$ cat config.mk
export PLATFORM = sky130hd
export DESIGN_NAME = key_schedule_encrypt
export DESIGN_NICKNAME = d
export VERILOG_FILES = /design/src/rtl/key_schedule_encrypt.sv
export SDC_FILE = /design/constraint.sdc
export NUM_CORES = 1
export LEC_CHECK = 0
export ABC_CLOCK_PERIOD_IN_PS = 8900
export BUFFER_PORTS_ARGS = -buffer_cell sky130_fd_sc_hd__buf_2
export CORE_MARGIN = 1.5
export CORE_UTILIZATION = 35
export CTS_CLUSTER_SIZE = 24
export DETAILED_ROUTE_END_ITERATION = 6
export MAX_ROUTING_LAYER = met4
export PLACE_DENSITY = 0.54
export SYNTH_ARGS = -nofsm -noshare
export SYNTH_HDL_FRONTEND = slang
export SYNTH_SLANG_ARGS = --single-unit
$ cat constraint.sdc
create_clock -name clk -period 8.9 [get_ports clk]
set_clock_uncertainty 0.05 [all_clocks]
set_input_delay 0.445 -clock clk [delete_from_list [all_inputs] [get_ports clk]]
set_output_delay 0.445 -clock clk [all_outputs]
set_load 0.02 [all_outputs]
$ cat src/rtl/key_schedule_encrypt.sv
// Forward SPECK128/128 key expansion: one round key per cycle, final {l,k} on outKey.
// Optional KEY_SCHED_STALL_EN adds an rk_ready back-pressure input.
module key_schedule_encrypt #(
  parameter int WORD_W = 64,
  parameter int ROUNDS = 32,
  parameter int ALPHA  = 8,
  parameter int BETA   = 3
) (
  input  logic                clk,
  input  logic                rst,
  input  logic                signal_start,
  input  logic [2*WORD_W-1:0] key,
`ifdef KEY_SCHED_STALL_EN
  input  logic                rk_ready,
`endif
  output logic [WORD_W-1:0]   round_key,
  output logic [4:0]          rk_index,
  output logic                rk_valid,
  output logic [2*WORD_W-1:0] outKey,
  output logic                finished,
  output logic [3:0]          state_response
);

  typedef enum logic [3:0] {
    IDLE  = 4'd0,
    LOAD  = 4'd1,
    ROUND = 4'd2,
    DONE  = 4'd3
  } state_t;

  state_t state, state_nxt;

  logic [WORD_W-1:0]   k, l;
  logic [WORD_W-1:0]   k_nxt, l_nxt;
  logic [4:0]          i;
  logic [2*WORD_W-1:0] out_key;
  logic                accept;
  logic                last;

  function automatic logic [WORD_W-1:0] ror_a(
    input logic [WORD_W-1:0] x
  );
    return (x >> ALPHA) | (x << (WORD_W - ALPHA));
  endfunction

  function automatic logic [WORD_W-1:0] rol_b(
    input logic [WORD_W-1:0] x
  );
    return (x << BETA) | (x >> (WORD_W - BETA));
  endfunction

`ifdef KEY_SCHED_STALL_EN
  assign accept = rk_ready;
`else
  assign accept = 1'b1;
`endif

  assign last = (i == 5'(ROUNDS - 1));

  // carry out of the add is dropped by the WORD_W-wide sum
  always_comb begin
    l_nxt = (k + ror_a(l)) ^ WORD_W'(i);
    k_nxt = rol_b(k) ^ l_nxt;
  end

  always_comb begin
    state_nxt = state;
    unique case (state)
      IDLE:    if (signal_start) state_nxt = LOAD;
      LOAD:    state_nxt = ROUND;
      ROUND:   if (accept && last) state_nxt = DONE;
      DONE:    state_nxt = IDLE;
      default: state_nxt = IDLE;
    endcase
  end

  always_ff @(posedge clk) begin
    if (rst) state <= IDLE;
    else     state <= state_nxt;
  end

  // outKey is captured on entry to DONE so it is valid while finished is high
  always_ff @(posedge clk) begin
    if (rst) begin
      k       <= '0;
      l       <= '0;
      i       <= '0;
      out_key <= '0;
    end else begin
      case (state)
        LOAD: begin
          k <= key[WORD_W-1:0];
          l <= key[2*WORD_W-1:WORD_W];
          i <= '0;
        end
        ROUND: begin
          if (accept) begin
            if (!last) begin
              k <= k_nxt;
              l <= l_nxt;
              i <= i + 5'd1;
            end else begin
              out_key <= {l, k};
            end
          end
        end
        default: ;
      endcase
    end
  end

  assign rk_valid       = (state == ROUND);
  assign finished       = (state == DONE);
  assign round_key      = rk_valid ? k : '0;
  assign rk_index       = rk_valid ? i : '0;
  assign outKey         = out_key;
  assign state_response = state;

endmodule
# == Word level (Yosys, flattened, before mapping) ==
# Index checks and enable logic that the tools add are counted.
# classes
addsub,2
eq_ne,7
n_mux,11
bitwise_logic,4
reduce_logical,5
# ops
cell,n
$pmux 64 s2,2
$mux 64,3
$add 64x64->64,1
$or 56x64->64,1
$or 64x3->64,1
$xor 64x5->64,1
$xor 64x64->64,1
$pmux 4 s3,1
$mux 5,2
$pmux 5 s2,1
$eq 4x2->1 const B,2
$mux 4,2
$reduce_and 2->1,3
$add 5x1->5 const B,1
$eq 5x5->1 const B,1
$eq 4x1->1 const B,1
$logic_not 4->1,1
$ne 2x2->1 const B,2
$ne 2x1->1 const B,1
$reduce_bool 2->1,1
# word_totals
ff_bits,265
in_bits,131
output_inout_bits,203
wordCells,34

# == Depth between registers and ports, before layout ==
# depth
depth_word,6
depth_mapped,13
ltp_nobuf,13

# == Worst setup path after synthesis ==
# OpenSTA, ideal clock, no wires.
# synth_timing
kind,register -> register
from,register k[0]
to,register k[28]
setup_ns,0.104
arrival_ns,2.929
t_required_ns,8.746
path_slack_ns,5.817
path_stages_with_launch,14
n_path_buf,0
period_less_slack_ns,3.083
cell_sequence,dfxtp_1 -> ha_1 -> inv_1 -> fa_1 -> and2b_1 -> o211ai_1 -> a31oi_2 -> a21boi_1 -> o311ai_4 -> nand3_2 -> o21ai_1 -> xor2_1 -> xnor2_1 -> a2111oi_2
# synth_via
elab_chain_cells,5
# synth_rtl
element,line,source
from (decl),33,"logic [WORD_W-1:0] k, l;"
from (signal assigned),92,k <= key[WORD_W-1:0];
from (signal assigned),99,k <= k_nxt;
$add 64x64->64,62,l_nxt = (k + ror_a(l)) ^ WORD_W'(i);
$xor 64x5->64,62,
$xor 64x64->64,63,k_nxt = rol_b(k) ^ l_nxt;
$mux 64,98,if (!last) begin
$pmux 64 s2,90,case (state)
# Every way passes these cells. The select of a mux whose other input is x is not followed.
# A chain may end at the register's enable or synchronous reset.

# == Final worst setup path ==
# layout_timing
from,"register state[0], in the netlist state_response[0]"
to,register k[62]
# layout_via
elab_chain_cells,3
elab_cells_between_ends,6
classes_between,eq/ne (3); mux (1); reduce/logical (2)
# layout_rtl
element,line,source
from (decl),31,"state_t state, state_nxt;"
from (signal assigned),79,else state <= state_nxt;
$eq 4x2->1 or $eq 4x1->1 (tied branches),90,
$ne 2x2->1 (no source line) or $reduce_bool 2->1 (tied branches),n/a,
$reduce_and 2->1 (no source line),n/a,
# Several ways; a longest one is shown, not always the timed one.

==> results_dict.tcl <==
set metrics [dict create \
    max_freq_mhz 230.1 \
    worst_pin_slew_ns 1.275 \
    cp_cell_sequence "inv_1 -> ha_4 -> buf_4 -> inv_1 -> nand2_4 -> nand2_4 -> buf_4 -> o21ai_0 -> nor2_1 -> o2111ai_1 -> o211ai_1" \
    hold_violations 0 \
    drt-pass1-iter-count 5 \
    synth_fa_ha_area_share_pct 5.944 \
    antenna_found_initial 2 \
    synth_edf_count 0 \
    synthCells 1930 \
    setup-violations-final 0 \
    layout_setup_ws_ns 4.555 \
    r2r-start "state_response[0]" \
    sw_frac_of_total_pct 46.25 \
    wire_per_inst_um 20.29 \
    htree_levels 1 \
    critical_path_arrival_ns 4.79 \
    synth-async-reset-ratio_pct 0 \
    routed-via-count 14750 \
    synth.distinct_cells 84 \
    first_global_vias 14350 \
    synth_ff_type "dfxtp_1" \
    crit_start "state_response[0]" \
    port_buffers 331 \
    drive_gt1_share_pct 20.55 \
    die_y_um 210.5 \
    relSlewSlack_pct 15.03 \
    crit_fanout 61 \
    finalPower_mw 6.499 \
    worst_path_max_delay_cell "nand2_4" \
    outcome "completed" \
    intPower_mw 3.493 \
    areaGrowthSynthToFinish_pct 20.11 \
    die_w_um 210.5 \
    ir_drop_mv 0.1451 \
    leakage_nw 7.756 \
    layout_commonest_cell "nand2_1" \
    synth-seq-cells 263 \
    vias_per_cell 5.387 \
    num_rows 75 \
    min_path_type "in2reg" \
    grt_pass1_wl_mm 85.04 \
    p_comb_share_pct 50.2 \
    core_area_um2 42230 \
    cts_buffers 31 \
    synthXorXnorAreaFrac_pct 8.011 \
    dieArea_um2 44320 \
    synth_top_family_by_area "compound AO/OA/AOI/OAI gates" \
    fin_crit_ns 4.345 \
    cts-root-buf "clkbuf_16" \
    final_cell_mix "341 x nand2_1, 330 x buf_2, 263 x dfxtp_1, 236 x nor2_1, 217 x a21oi_1" \
    yosysSeqAreaShare_pct 34.93 \
    drv_cap 0 \
    nNetsFinal 2374 \
    drtAntennaViolNets 0 \
    clkTransAtPathRegs_ns 0.07 \
    hold_start "key[34]" \
    p_sw_mw 3.005 \
    clk_latency_ns 0.59 \
    synth-warning-count 0 \
    synth_compound_area_share_pct 23.91 \
    drv_slew 0 \
    syn_area_um2 15070 \
    cpPeakStageDelay_ns 0.65 \
    worst-setup-path-type "reg2reg" \
    fin_tns_setup_ns 0 \
    synth_mux_area_share_pct 0.7305 \
    synthSimpleGateAreaFrac_pct 22.41 \
    grt_max_degree 111 \
    ctsLongestPathBuffers 3 \
    required_ns 9.35 \
    ios 334 \
    cts_tree "built" \
    cts_setup_buffers 0 \
    clkPwrFrac_pct 20.3 \
    finalCritPeriodShare_pct 48.82 \
    crit_path_start_kind "flip-flop" \
    postRouteWirelength_mm 55.56 \
    grt_use_total_pct 25.08 \
    hpwlAfterDp_mm 40.49 \
    dp_slack_ns 4.418 \
    whs_ns 0.08425 \
    cts_hold_buffers 0 \
    drc 0 \
    cts_resized 0 \
    rsz0062_at_grt "false" \
    final_util_pct 42.87 \
    n_fill_cell 4425 \
    syn_area_per_cell_um2 7.809 \
    regArea_um2 5265 \
    gp_congestion 0.9017 \
    pwr-share-seq_pct 29.4 \
    drt_iter0_markers 911 \
    multiInputGateArea_um2 9260 \
    powerDensity_nw_per_um2 359.0 \
    cts_num_sinks 263 \
    overflow 0 \
    start_util_pct 35.69 \
    endpoint_kind "flip-flop" \
]
## path summary, 6_finish.rpt
check	cells past startpoint	endpoint	slack [ns]
hold reg to reg	2	outKey[62]	0.40
setup / recovery	11	k[62]	4.55
setup reg to reg	11	k[62]	4.55
hold / removal	3	k[34]	0.08
## stage by stage
step                      std cells  area [um2]
after global placement         2678       17040
after floorplan                1931       15080
after CTS                      2734       18090
final                          2738       18100
after global routing           2736       18100
after detailed placement       2678       17040
## cells by family after synthesis
group	Yosys count
xor gates and xnor gates	124
and+or+nand+nor	774
AOI/OAI and AO/OA	529
muxes	11
buffers and inverters	157
DFF	263
other	1
adders and majority gates	71
## synth_stat cells (all sizes together), types with 4 or more instances
| cell type | n | area, um2 |
|---|---|---|
| o31ai | 7 | 90.08 |
| or3 | 4 | 30.03 |
| inv | 21 | 78.83 |
| clkbuf | 121 | 455.4 |
| nand4 | 21 | 131.4 |
| o21ai | 60 | 307.8 |
| nor2b | 8 | 50.05 |
| o22ai | 28 | 175.2 |
| xor2 | 36 | 315.3 |
| o221a | 4 | 45.04 |
| a211oi | 24 | 190.2 |
| o21bai | 14 | 105.1 |
| a21boi | 7 | 56.30 |
| xnor3 | 5 | 112.6 |
| nor4 | 22 | 137.6 |
| a22oi | 9 | 67.56 |
| dfxtp | 263 | 5265 |
| and3 | 9 | 56.30 |
| ha | 70 | 875.8 |
| a21oi | 219 | 1104 |
| buf | 15 | 73.82 |
| o21a | 12 | 90.09 |
| xnor2 | 80 | 708.2 |
| a31oi | 9 | 62.56 |
| nand3 | 16 | 90.09 |
| a21o | 42 | 315.3 |
| and2 | 70 | 440.4 |
| a2111oi | 51 | 575.6 |
| o221ai | 4 | 35.03 |
| o211ai | 9 | 72.57 |
| mux2i | 11 | 110.1 |
| nor2 | 240 | 903.4 |
| nor3 | 17 | 90.09 |
| a221oi | 9 | 85.08 |
| nand2b | 10 | 62.56 |
| nand2 | 345 | 1295 |
## area by class of cell
type	instances	area share (%)
diodes	4	0.05529
well taps	539	3.725
flip-flops and latches	263	29.08
repair buffers	344	9.738
multi-input cells	1511	51.15
clock inverters	12	0.8708
clock buffers	44	4.942
inverters	21	0.4354
## power groups by stage
| stage | registers [mW] | logic (mW) | clock network, mW |
|---|---|---|---|
| finish | 1.91 | 3.26 | 1.32 |
| global route | 1.96 | 3.60 | 1.40 |
| CTS | 1.92 | 3.27 | 1.35 |
| detailed placement | 1.94 | 3.24 | 0 |
| global placement | 1.94 | 3.23 | 0 |
| floorplan | 1.72 | 2.45 | 0 |
## layer usage
| metal | routed length, um | vias to the layer above | GRT usage, % |
|---|---|---|---|
| met3 | 2787 | 63 | 3.471 |
| met2 | 25190 | 366 | 39.50 |
| met1 | 26300 | 7069 | 34.10 |
| li1 | - | 7252 | - |
| met5 | 0 | - | - |
| met4 | 1285 | 0 | 5.714 |
## sequential cells by signal, indices dropped and copies added, names as in the netlist
register	count
state_response	2
i	5
k	64
outKey	128
l	64
## worst max-delay path: cells and delay by family, from the launching register on
kind	cells	cell delay [ns]
buffers and inverters	4	1.62
and+or+nand+nor	3	1.30
DFF	1	0.42
adders and majority gates	1	0.39
AOI/OAI and AO/OA	3	0.39
No activity file was read; power rests on OpenSTA's default activity.
